**src/rtl/intc_pkg.sv**
```systemverilog
// Shared constants and types for the interrupt controller: register byte offsets,
// FSM state encoding and default source count.
package intc_pkg;
    localparam int INTC_N_SRC = 5;
    localparam int INTC_ID_W  = 3;

    localparam logic [4:0] INTC_MASK = 5'h00;
    localparam logic [4:0] INTC_PEND = 5'h04;
    localparam logic [4:0] INTC_MODE = 5'h08;
    localparam logic [4:0] INTC_INSV = 5'h0C;
    localparam logic [4:0] INTC_EOI  = 5'h10;

    typedef enum logic [1:0] {ST_IDLE, ST_REQ, ST_SERVICE} intc_state_t;

    // Registers are word-aligned; bits [4:2] of the byte offset select one.
    function automatic logic [2:0] reg_idx(input logic [4:0] off);
        return off[4:2];
    endfunction
endpackage

```
**src/rtl/intc_prio_enc.sv**
```systemverilog
// Fixed-priority encoder: lowest set bit wins, valid when any request is set.
module intc_prio_enc #(
    parameter int N_SRC = 5,
    parameter int ID_W  = 3
) (
    input  logic [N_SRC-1:0] req,
    output logic [ID_W-1:0]  id,
    output logic             valid
);
    always_comb begin
        id = '0;
        for (int i = N_SRC - 1; i >= 0; i--) begin
            if (req[i]) id = ID_W'(i);
        end
    end

    assign valid = |req;
endmodule

```
**src/rtl/interrupt_controller.sv**
```systemverilog
// Memory-mapped interrupt controller: mask/mode/pending per source, single prioritised
// request to the core, in-service tracking released by EOI. INTC_SYNC_EN adds a 2-flop input synchroniser.
module interrupt_controller
    import intc_pkg::*;
#(
    parameter int N_SRC = INTC_N_SRC,
    parameter int ID_W  = INTC_ID_W
) (
    input  logic             clk,
    input  logic             reset,
    input  logic [N_SRC-1:0] i_interruption,
    input  logic             i_bus_wr,
    input  logic             i_bus_rd,
    input  logic [4:0]       i_bus_addr,
    input  logic [31:0]      i_bus_wdata,
    output logic [31:0]      o_bus_rdata,
    output logic             o_irq,
    output logic [ID_W-1:0]  o_irq_id,
    input  logic             i_ack
);
    intc_state_t      state;
    logic [N_SRC-1:0] src, hist, pend, mask, mode, insv;
    logic [N_SRC-1:0] rise, w1c, ack_oh, pend_nxt, eligible;
    logic [ID_W-1:0]  enc_id;
    logic             enc_vld, ack_take;
    logic [2:0]       sel;
    logic             wr_mask, wr_pend, wr_mode, wr_eoi;
    logic             unused_ok;

`ifdef INTC_SYNC_EN
    logic [N_SRC-1:0] sync1, sync2;
    always_ff @(posedge clk or posedge reset) begin
        if (reset) begin
            sync1 <= '0;
            sync2 <= '0;
        end else begin
            sync1 <= i_interruption;
            sync2 <= sync1;
        end
    end
    assign src = sync2;
`else
    assign src = i_interruption;
`endif

    assign sel     = i_bus_addr[4:2];
    assign wr_mask = i_bus_wr && (sel == reg_idx(INTC_MASK));
    assign wr_pend = i_bus_wr && (sel == reg_idx(INTC_PEND));
    assign wr_mode = i_bus_wr && (sel == reg_idx(INTC_MODE));
    assign wr_eoi  = i_bus_wr && (sel == reg_idx(INTC_EOI));
    assign unused_ok = &{1'b0, i_bus_addr[1:0], i_bus_wdata[31:N_SRC]};

    assign rise     = src & ~hist;
    assign ack_take = (state == ST_REQ) && i_ack;
    assign ack_oh   = ack_take ? (N_SRC'(1) << o_irq_id) : '0;
    assign w1c      = wr_pend ? i_bus_wdata[N_SRC-1:0] : '0;
    // Edge bits: a new rising edge beats any clear in the same cycle. Level bits track the input.
    assign pend_nxt = (mode & (rise | (pend & ~(w1c | ack_oh)))) | (~mode & src);
    assign eligible = pend & mask;

    intc_prio_enc #(.N_SRC(N_SRC), .ID_W(ID_W)) u_enc (
        .req   (eligible),
        .id    (enc_id),
        .valid (enc_vld)
    );

    always_ff @(posedge clk or posedge reset) begin
        if (reset) begin
            hist <= '0;
            pend <= '0;
            mask <= '0;
            mode <= '1;
        end else begin
            hist <= src;
            pend <= pend_nxt;
            if (wr_mask) mask <= i_bus_wdata[N_SRC-1:0];
            if (wr_mode) mode <= i_bus_wdata[N_SRC-1:0];
        end
    end

    always_ff @(posedge clk or posedge reset) begin
        if (reset) begin
            state    <= ST_IDLE;
            o_irq    <= 1'b0;
            o_irq_id <= '0;
            insv     <= '0;
        end else begin
            case (state)
                ST_IDLE: if (enc_vld) begin
                    state    <= ST_REQ;
                    o_irq    <= 1'b1;
                    o_irq_id <= enc_id;
                end
                ST_REQ: begin
                    // The core acknowledged the id it saw, so an ack wins over a vanishing request.
                    if (i_ack) begin
                        state <= ST_SERVICE;
                        o_irq <= 1'b0;
                        insv  <= ack_oh;
                    end else if (!enc_vld) begin
                        state <= ST_IDLE;
                        o_irq <= 1'b0;
                    end else begin
                        o_irq_id <= enc_id;
                    end
                end
                ST_SERVICE: if (wr_eoi) begin
                    state <= ST_IDLE;
                    insv  <= '0;
                end
                default: begin
                    state <= ST_IDLE;
                    o_irq <= 1'b0;
                end
            endcase
        end
    end

    always_ff @(posedge clk or posedge reset) begin
        if (reset) begin
            o_bus_rdata <= '0;
        end else if (i_bus_rd) begin
            case (sel)
                reg_idx(INTC_MASK): o_bus_rdata <= 32'(mask);
                reg_idx(INTC_PEND): o_bus_rdata <= 32'(pend);
                reg_idx(INTC_MODE): o_bus_rdata <= 32'(mode);
                reg_idx(INTC_INSV): o_bus_rdata <= 32'(insv);
                default:            o_bus_rdata <= '0;
            endcase
        end
    end
endmodule

```
**config.mk**
```make
export PLATFORM = sky130hd
export DESIGN_NAME = interrupt_controller
export DESIGN_NICKNAME = d
export VERILOG_FILES = /design/src/rtl/intc_pkg.sv /design/src/rtl/intc_prio_enc.sv /design/src/rtl/interrupt_controller.sv
export SDC_FILE = /design/constraint.sdc
export NUM_CORES = 1
export LEC_CHECK = 0
export CAP_MARGIN = 30
export CORE_ASPECT_RATIO = 0.9
export CORE_MARGIN = 1.5
export CORE_UTILIZATION = 45
export CTS_CLUSTER_SIZE = 20
export DETAILED_ROUTE_END_ITERATION = 6
export PLACE_DENSITY = 0.94
export SETUP_SLACK_MARGIN = 0.02
export SYNTH_ARGS = -nofsm -noshare
export SYNTH_HDL_FRONTEND = slang
export SYNTH_SLANG_ARGS = --single-unit
```
**constraint.sdc**
```tcl
create_clock -name clk -period 2.65 [get_ports clk]
set_clock_uncertainty 0.1 [all_clocks]
set_input_delay 0.265 -clock clk [delete_from_list [all_inputs] [get_ports clk]]
set_output_delay 0.265 -clock clk [all_outputs]
set_load 0.02 [all_outputs]
```
## Word-level counts from Yosys, hierarchy flattened

Index checks and enable logic that the tools add are counted.

| cells by class | value |
|---|---|
| reductions and logical operators | 14 |
| equal/unequal tests | 11 |
| muxes and demuxes | 23 |
| bitwise gates (word level) | 12 |
| shifts and indexed selects | 1 |

Operators with widths:

| kind | count |
|---|---|
| $and 5x5->5 | 5 |
| $mux 3 | 7 |
| $mux 5 | 4 |
| $pmux 5 s4 | 1 |
| $not 5->5 | 3 |
| $or 5x5->5 | 3 |
| $pmux 5 s2 | 1 |
| $reduce_and 3->1 | 3 |
| $mux 2 | 4 |
| $ne 2x2->1 const B | 4 |
| $eq 3x2->1 const B | 2 |
| $pmux 2 s3 | 1 |
| $pmux 3 s2 | 1 |
| $logic_and 1x1->1 | 5 |
| $reduce_or 5->1 | 1 |
| $shl 1x3->5 const A | 1 |
| $reduce_bool 2->1 | 2 |
| $eq 3x1->1 const B | 1 |
| $eq 3x3->1 const B | 1 |
| $logic_not 3->1 | 1 |
| $mux 1 | 3 |
| $ne 3x3->1 const B | 1 |
| $pmux 1 s3 | 1 |
| $eq 2x1->1 const B | 1 |
| 4 further kinds | 4 |

| word-level totals | value |
|---|---|
| output and inout port bits | 36 |
| logic and storage cells | 70 |
| flip-flop bits (word level) | 63 |
| input bits | 47 |

## Logic depth before layout (Yosys ltp)

Gate-level depths: netlist of run 1.

| logic depth | value |
|---|---|
| depth in word-level cells | 9 |
| depth in mapped cells | 4 |
| gate-level depth less buffers | 3 |

## Cells and area by module

A second synthesis of run 1 with hierarchy kept.

| unflattened totals | value |
|---|---|
| cells, all modules | 157 |
| area, all modules | 1891.8 um^2 |

By module, submodules not included:

| module | times used | area each (um^2) | seq. area each (um^2) | cells each |
|---|---|---|---|---|
| interrupt_controller | 1 | 1843.0 | 907.1 | 149 |
| intc_prio_enc | 1 | 48.8 | 0.0 | 8 |

## Worst setup path after synthesis of run 1

Ideal clock, no wire load.

| path | value |
|---|---|
| path kind | reg2reg |
| from | reg o_irq_id[2] |
| to | reg pend[1] |
| path buffers | 1 |
| cell stages (with the launch flop) | 5 |
| period minus slack after synthesis | 1.477 ns |
| library setup time | 0.122 ns |
| data required time | 2.428 ns |
| path slack | 1.173 ns |
| arrival | 1.255 ns |
| cell sequence | dfrtp_1 -> nor4bb_1 -> buf_2 -> a32oi_1 -> a32o_1 |

| on the way | value |
|---|---|
| longest elaborated chain between the ends | 8 |

Ends and longest elaborated chain:

| item | line | RTL |
|---|---|---|
| from (decl) | interrupt_controller.sv:18 | `output logic [ID_W-1:0] o_irq_id,` |
| from (signal assigned) | interrupt_controller.sv:92 | `o_irq_id <= enc_id;` |
| from (signal assigned) | interrupt_controller.sv:104 | `o_irq_id <= enc_id;` |
| $shl 1x3->5 | interrupt_controller.sv:55 | `assign ack_oh = ack_take ? (N_SRC'(1) << o_irq_id) : '0;` |
| $mux 5 | interrupt_controller.sv:55 |  |
| $or 5x5->5 | interrupt_controller.sv:58 | `assign pend_nxt = (mode & (rise \| (pend & ~(w1c \| ack_oh)))) \| (~mode & src);` |
| $not 5->5 | interrupt_controller.sv:58 |  |
| $and 5x5->5 | interrupt_controller.sv:58 |  |
| $or 5x5->5 | interrupt_controller.sv:58 |  |
| $and 5x5->5 | interrupt_controller.sv:58 |  |
| $or 5x5->5 | interrupt_controller.sv:58 |  |
| net pend_nxt[1] | interrupt_controller.sv:23 | `logic [N_SRC-1:0] rise, w1c, ack_oh, pend_nxt, eligible;` |
| to (signal assigned) | interrupt_controller.sv:75 | `pend <= pend_nxt;` |
| to (decl) | interrupt_controller.sv:22 | `logic [N_SRC-1:0] src, hist, pend, mask, mode, insv;` |

The timed path passes the listed nets, and every way through them passes these cells.
A chain may end at the register's enable or synchronous reset.

## Final worst setup path of run 1

| path | value |
|---|---|
| from | in i_bus_addr[2] |
| to | reg mask[1] |

| on the way | value |
|---|---|
| longest elaborated chain between the ends | 2 |

Ends and longest elaborated chain:

| item | line | RTL |
|---|---|---|
| from (decl) | interrupt_controller.sv:14 | `input logic [4:0] i_bus_addr,` |
| $logic_not 3->1 | interrupt_controller.sv:47 | `assign wr_mask = i_bus_wr && (sel == reg_idx(INTC_MASK));` |
| $logic_and 1x1->1 | interrupt_controller.sv:47 |  |
| to (signal assigned) | interrupt_controller.sv:76 | `if (wr_mask) mask <= i_bus_wdata[N_SRC-1:0];` |
| to (decl) | interrupt_controller.sv:22 |  |

Every way passes these cells.

==> results of run 1 <==
[logic make-up after synthesis]
kind of cell           share of synthesized area, %
buffers and inverters                          14.9
DFF                                            49.6
AOI/OAI and AO/OA                              14.8
and+or+nand+nor                                8.21
muxes                                          12.3
other                                         0.205
[cells in the final DEF, fill, tap and decap left out, types with 5 or more instances in the layout]
cell	netlist	routed
mux2_2	8	8
mux4_2	5	5
clkbuf_8	0	6
a32o_1	7	7
clkdlybuf4s50_1	0	26
a32oi_1	5	5
nand2_1	12	12
dfstp_2	5	5
o22ai_1	7	7
conb_1	1	27
inv_1	14	14
dfrtp_1	31	31
[registers in the layout (all words and copies together) (netlist names), 2 cells and up]
name / flops
hist: 5
insv: 5
mask: 5
mode: 5
o_bus_rdata: 5
o_irq_id: 3
pend: 5
state: 2
[critical path, cell delays in order]
cell	delay [ns]
clkdlybuf4s50_1	0.69
nor4b_4	0.60
mux2_2	0.39
[layer usage]
| metal | track usage [%] | vias up | routed length [um] |
|---|---|---|---|
| li1 | - | 566 | - |
| met1 | 23.9 | 645 | 1480 |
| met2 | 27.5 | 68 | 1790 |
| met3 | 6.40 | 6 | 277 |
| met4 | 7.93 | 0 | 55 |
| met5 | 0 | - | 0 |
[worst paths after layout]
| kind | from | to | depth (start not counted) | slack (ns) |
|---|---|---|---|---|
| hold / removal | reset | pend[4] | 3 | 0.27 |
| setup / recovery | i_bus_addr[2] | mask[1] | 3 | 0.78 |
| setup reg to reg | state[1] | pend[3] | 4 | 1.08 |
| max in group asynchronous | reset | mode[3] | 3 | 1.82 |
| hold reg to reg | insv[2] | insv[2] | 1 | 0.39 |
| min in group clk | i_interruption[0] | hist[0] | 1 | 0.34 |
[power by group]
part	internal, uW	switching, uW
Combinational	280	296
Sequential	701	148
Clock	212	182
[layout make-up]
cell class | instances | area (sq um)
repair buffers | 28 | 275
multi-input cells | 99 | 747
clock buffers | 8 | 90.1
fillers | 343 | 1680
inverters | 14 | 52.6
flip-flops and latches | 36 | 907
well taps | 46 | 57.6
[metrics by stage]
step           util [%]  std cells  hold slack [ns]  total power (uW)
6_report           55.9        231            0.273              1820
5_1_grt            55.9        231            0.342              1930
4_1_cts            55.9        231            0.291              1820
3_5_place_dp       53.5        223            0.383              1420
3_3_place_gp       53.5        223            0.369              1390
2_1_floorplan         -        179            0.196              1230
[synthesized netlist by cell type (3+ instances only)]
| master | number | area, sq um |
|---|---|---|
| a32o_1 | 7 | 70.1 |
| a21oi_1 | 3 | 15.0 |
| nand2_1 | 12 | 45.0 |
| dfstp_2 | 5 | 131 |
| dfrtp_1 | 31 | 776 |
| mux2_2 | 8 | 90.1 |
| inv_1 | 14 | 52.6 |
| o22ai_1 | 7 | 43.8 |
| and4bb_2 | 3 | 37.5 |
| a32oi_1 | 5 | 43.8 |
| buf_4 | 28 | 210 |
| a22oi_1 | 3 | 22.5 |
| mux4_2 | 5 | 113 |
==> metrics.cfg, run 1 <==
[logic_synthesis]
ys_ff_latch = 36
synth_edf_count = 0
syn_area_sq_um = 1830
synthCells = 153
seq_area_frac_synth_pct = 49.6
synth_flop_cell = dfrtp_1
synth_area_per_cell_sq_um = 12.0
ys_warn_count = 0
synth_cell_types = 28
async_reset_ff_share_pct = 100

[cts]
cts_tree = yes
h-tree-depth = 2
cts.sinks = 36
root_buffer = clkbuf_8
clk_pin_slew_worst_paths_ns = 0.07
cts_buffers = 5
clockBufferDepth = 2
cts_resized = 0
clk_latency_ns = 0.29
cts_setup_buffers = 0
hold_buffers = 0

[detailed_routing]
ant_nets = 0
wl_per_cell_um = 15.6
drc = 0
drt_iter0_markers = 105
wirelength_mm = 3.61
vias_per_cell = 5.56
vias = 1285
dr.pass1.iters = 4

[sta]
finalHoldViolations = 0
fin_ws_ns = 0.783
setup_viol = 0
fin_tns_setup_ns = 0
finalCritPeriodShare_pct = 70.4
fmax_ghz = 0.536
rsz0062_at_grt = false
tightestPinTransition_ns = 0.551
finalCriticalPeriod_ns = 1.87
slew_violations = 0
slew_headroom_pct = 63.1

[die]
start_util_pct = 48.0
io_pins = 83
rows = 21
dieArea_sq_um = 4460
coreArea_sq_um = 3810
die_w_um = 70.2
die_h_um = 63.5

[placement]
dp_hpwl_mm = 2.61
detailedPlace.worstSlack_ns = 0.482
gp_congestion = 0.874
place_area_sq_um = 2040
port_buffers = 26

[setup_path]
required_ns = 2.72
critPathKind = input port to flip-flop
critPathCaptureType = flip-flop
crit_fanout = 9
worstSetupStartpointType = input port
crit_arrival_ns = 1.94

[pwr]
pwr_density_cell_nw_per_um2 = 854
cellLeakagePower_uw = 0.000926
vdd.ir_drop.worst_uv = 423

[finish]
antenna_cells = 0
area_growth_pct = 16.4
post-route-cell-area_sq_um = 2130
final_nets = 231
drive_above_1_share_pct = 16.8

[global_routing]
grt_usage_pct = 18.3
grt_max_degree = 37
antenna_found_initial = 0
grt_pass1_vias = 1278
grt-ovfl-total = 0
grt_pass1_wl_mm = 6.18

[outcome]
status = finished clean

[run]
drv_cap = 0

[min_path]
holdCritPathClass = input port to async pin

Note: power is estimated with default switching activity, not from simulation.
==> run 2, diff against run 1 <==
CORE_UTILIZATION = 41   (was 45)
PLACE_DENSITY = 0.87   (was 0.94)
clock period = 1.8 ns   (was 2.65 ns; I/O delays follow)
==> run 2 against run 1 <==
  * Hold slack lost 0.076 ns
  * Sequential power grew 46%
  * Non-clock buffer count grew 5
  * Setup slack lost 0.68 ns
  * Sequential share of layout area shrank 1.4 points
  * Die area grew 9.3%
  * Sequential cell count is the same
  * Power grew 47%
  * Clock power grew 48%
  * Core utilization shrank 3.3 points
  * Final cell count grew 8.2%
  * Via count shrank 1.2%
==> metrics.cfg, run 2 (same netlist as run 1, synthesis figures left out) <==
[outcome]
status = finished clean

[cts]
clockBufferDepth = 2
cts_tree = yes
cts_setup_buffers = 0
clk_pin_slew_worst_paths_ns = 0.07
cts_buffers = 5
hold_buffers = 0
h-tree-depth = 2
cts.sinks = 36
cts_resized = 0
clk_latency_ns = 0.29
root_buffer = clkbuf_8

[finish]
layout_common_cells = dfrtp_1 (31), conb_1 (27), clkdlybuf4s50_1 (26)
area_growth_pct = 20.2
antenna_cells = 0
multi_input_area_sq_um = 747
fillers = 395
regArea_sq_um = 907
drive_above_1_share_pct = 20.0
final_common_cell = dfrtp_1
final_nets = 236

[global_routing]
use_met1_pct = 22.3
grt_max_degree = 37
grt_pass1_wl_mm = 5.80
grt_pass1_vias = 1203
grt_use_met3_pct = 4.73
grt-ovfl-total = 0
grt_util_met2_pct = 24.8
antenna_found_initial = 0
grt_usage_pct = 16.5
busiest_layer = met2

[die]
dieArea_sq_um = 4870
die_w_um = 73.4
io_pins = 83
coreArea_sq_um = 4180
start_util_pct = 43.7
die_h_um = 66.4
rows = 22

[setup_path]
crit_family = buffers and inverters
critical_path_buf_inv_count = 1
critPathKind = flip-flop to output pin
path_cells = clkdlybuf4s50_1
slowest_delay_ns = 0.66
crit_fanout = 7
worstSetupStartpointType = flip-flop
required_ns = 1.52
crit_arrival_ns = 1.42
slowest_stage = clkdlybuf4s50_1
critPathCaptureType = output pin

[detailed_routing]
wirelength_mm = 3.59
vias = 1269
vias_per_cell = 5.08
ant_nets = 0
wl_per_cell_um = 14.4
dr.pass1.iters = 4
drt_iter0_markers = 96
drc = 0

[sta]
finalCriticalPeriod_ns = 1.70
fmax_ghz = 0.588
fin_tns_setup_ns = 0
rsz0062_at_grt = false
slew_violations = 0
setup_viol = 0
finalHoldViolations = 0
worst_hold_slack_ns = 0.197
finalCritPeriodShare_pct = 94.5

[pwr]
vdd.ir_drop.worst_uv = 630
pwr_density_cell_nw_per_um2 = 1220
cellLeakagePower_uw = 0.000961
finalPower_uw = 2670

[run]
drv_cap = 0

[placement]
port_buffers = 26
gp_congestion = 0.821
dp_hpwl_mm = 2.63

[min_path]
holdCritPathClass = input port to async pin

## run 2: layout make-up
cell class	count	area share, %
Sequential cell	36	41.2
Multi-Input combinational cell	99	34.0
Timing Repair Buffer	33	14.8
Clock buffer	6	3.75
Tap cell	60	3.41
Inverter	14	2.39
Clock inverter	2	0.455
## run 2: report_power, final
| group | total, uW | internal (uW) | switching, uW | leakage, uW |
|---|---|---|---|---|
| registers | 1240 | 1030 | 207 | 0.000436 |
| logic | 854 | 421 | 433 | 0.000474 |
| clock network | 582 | 305 | 277 | 0.0000510 |
## run 2: final timing paths
check                                   from              to  slack, ns  cells after the start
min in group clk           i_interruption[1]         hist[1]       0.27                      1
setup / recovery                 o_irq_id[0]     o_irq_id[0]        0.1                      1
setup reg to reg                    state[1]         pend[3]       0.26                      4
max in group asynchronous              reset         mode[3]       1.06                      3
hold reg to reg                      insv[0]         insv[0]       0.40                      1
hold / removal                         reset  o_bus_rdata[3]       0.20                      3
## run 2: worst reg2reg max path, cell delays in order, from the launching register on
cell	delay [ns]
dfrtp_1	0.45
nor4bb_1	0.29
buf_4	0.20
a32oi_1	0.11
a32o_1	0.27
## run 2: per-stage QoR
| step | util [%] | setup WS (ns) | instances | instance area [sq um] |
|---|---|---|---|---|
| 2_1_floorplan | - | 0.323 | 179 | 1930 |
| 3_3_place_gp | 50.4 | 0.0243 | 242 | 2110 |
| 4_1_cts | 52.6 | 0.105 | 250 | 2200 |
| 5_1_grt | 52.6 | 0.0585 | 250 | 2200 |
| 3_5_place_dp | 50.4 | -0.00746 | 242 | 2110 |
| 6_report | 52.6 | 0.0994 | 250 | 2200 |
## run 2: routing by layer
layer / part of all wire [%] / vias to the layer above / routed length (um)
li1: - / 579 / -
met1: 44 / 620 / 1580
met2: 46 / 64 / 1650
met3: 8.6 / 6 / 310
met4: 1.3 / 0 / 48
met5: 0 / - / 0
==> run 3, diff against run 2 <==
CTS_BUF_LIST = sky130_fd_sc_hd__clkbuf_4 sky130_fd_sc_hd__clkbuf_8 sky130_fd_sc_hd__clkbuf_16   (was unset)
==> results of run 3 <==
No change in the layout: final DEF, timing and power equal those of run 2.
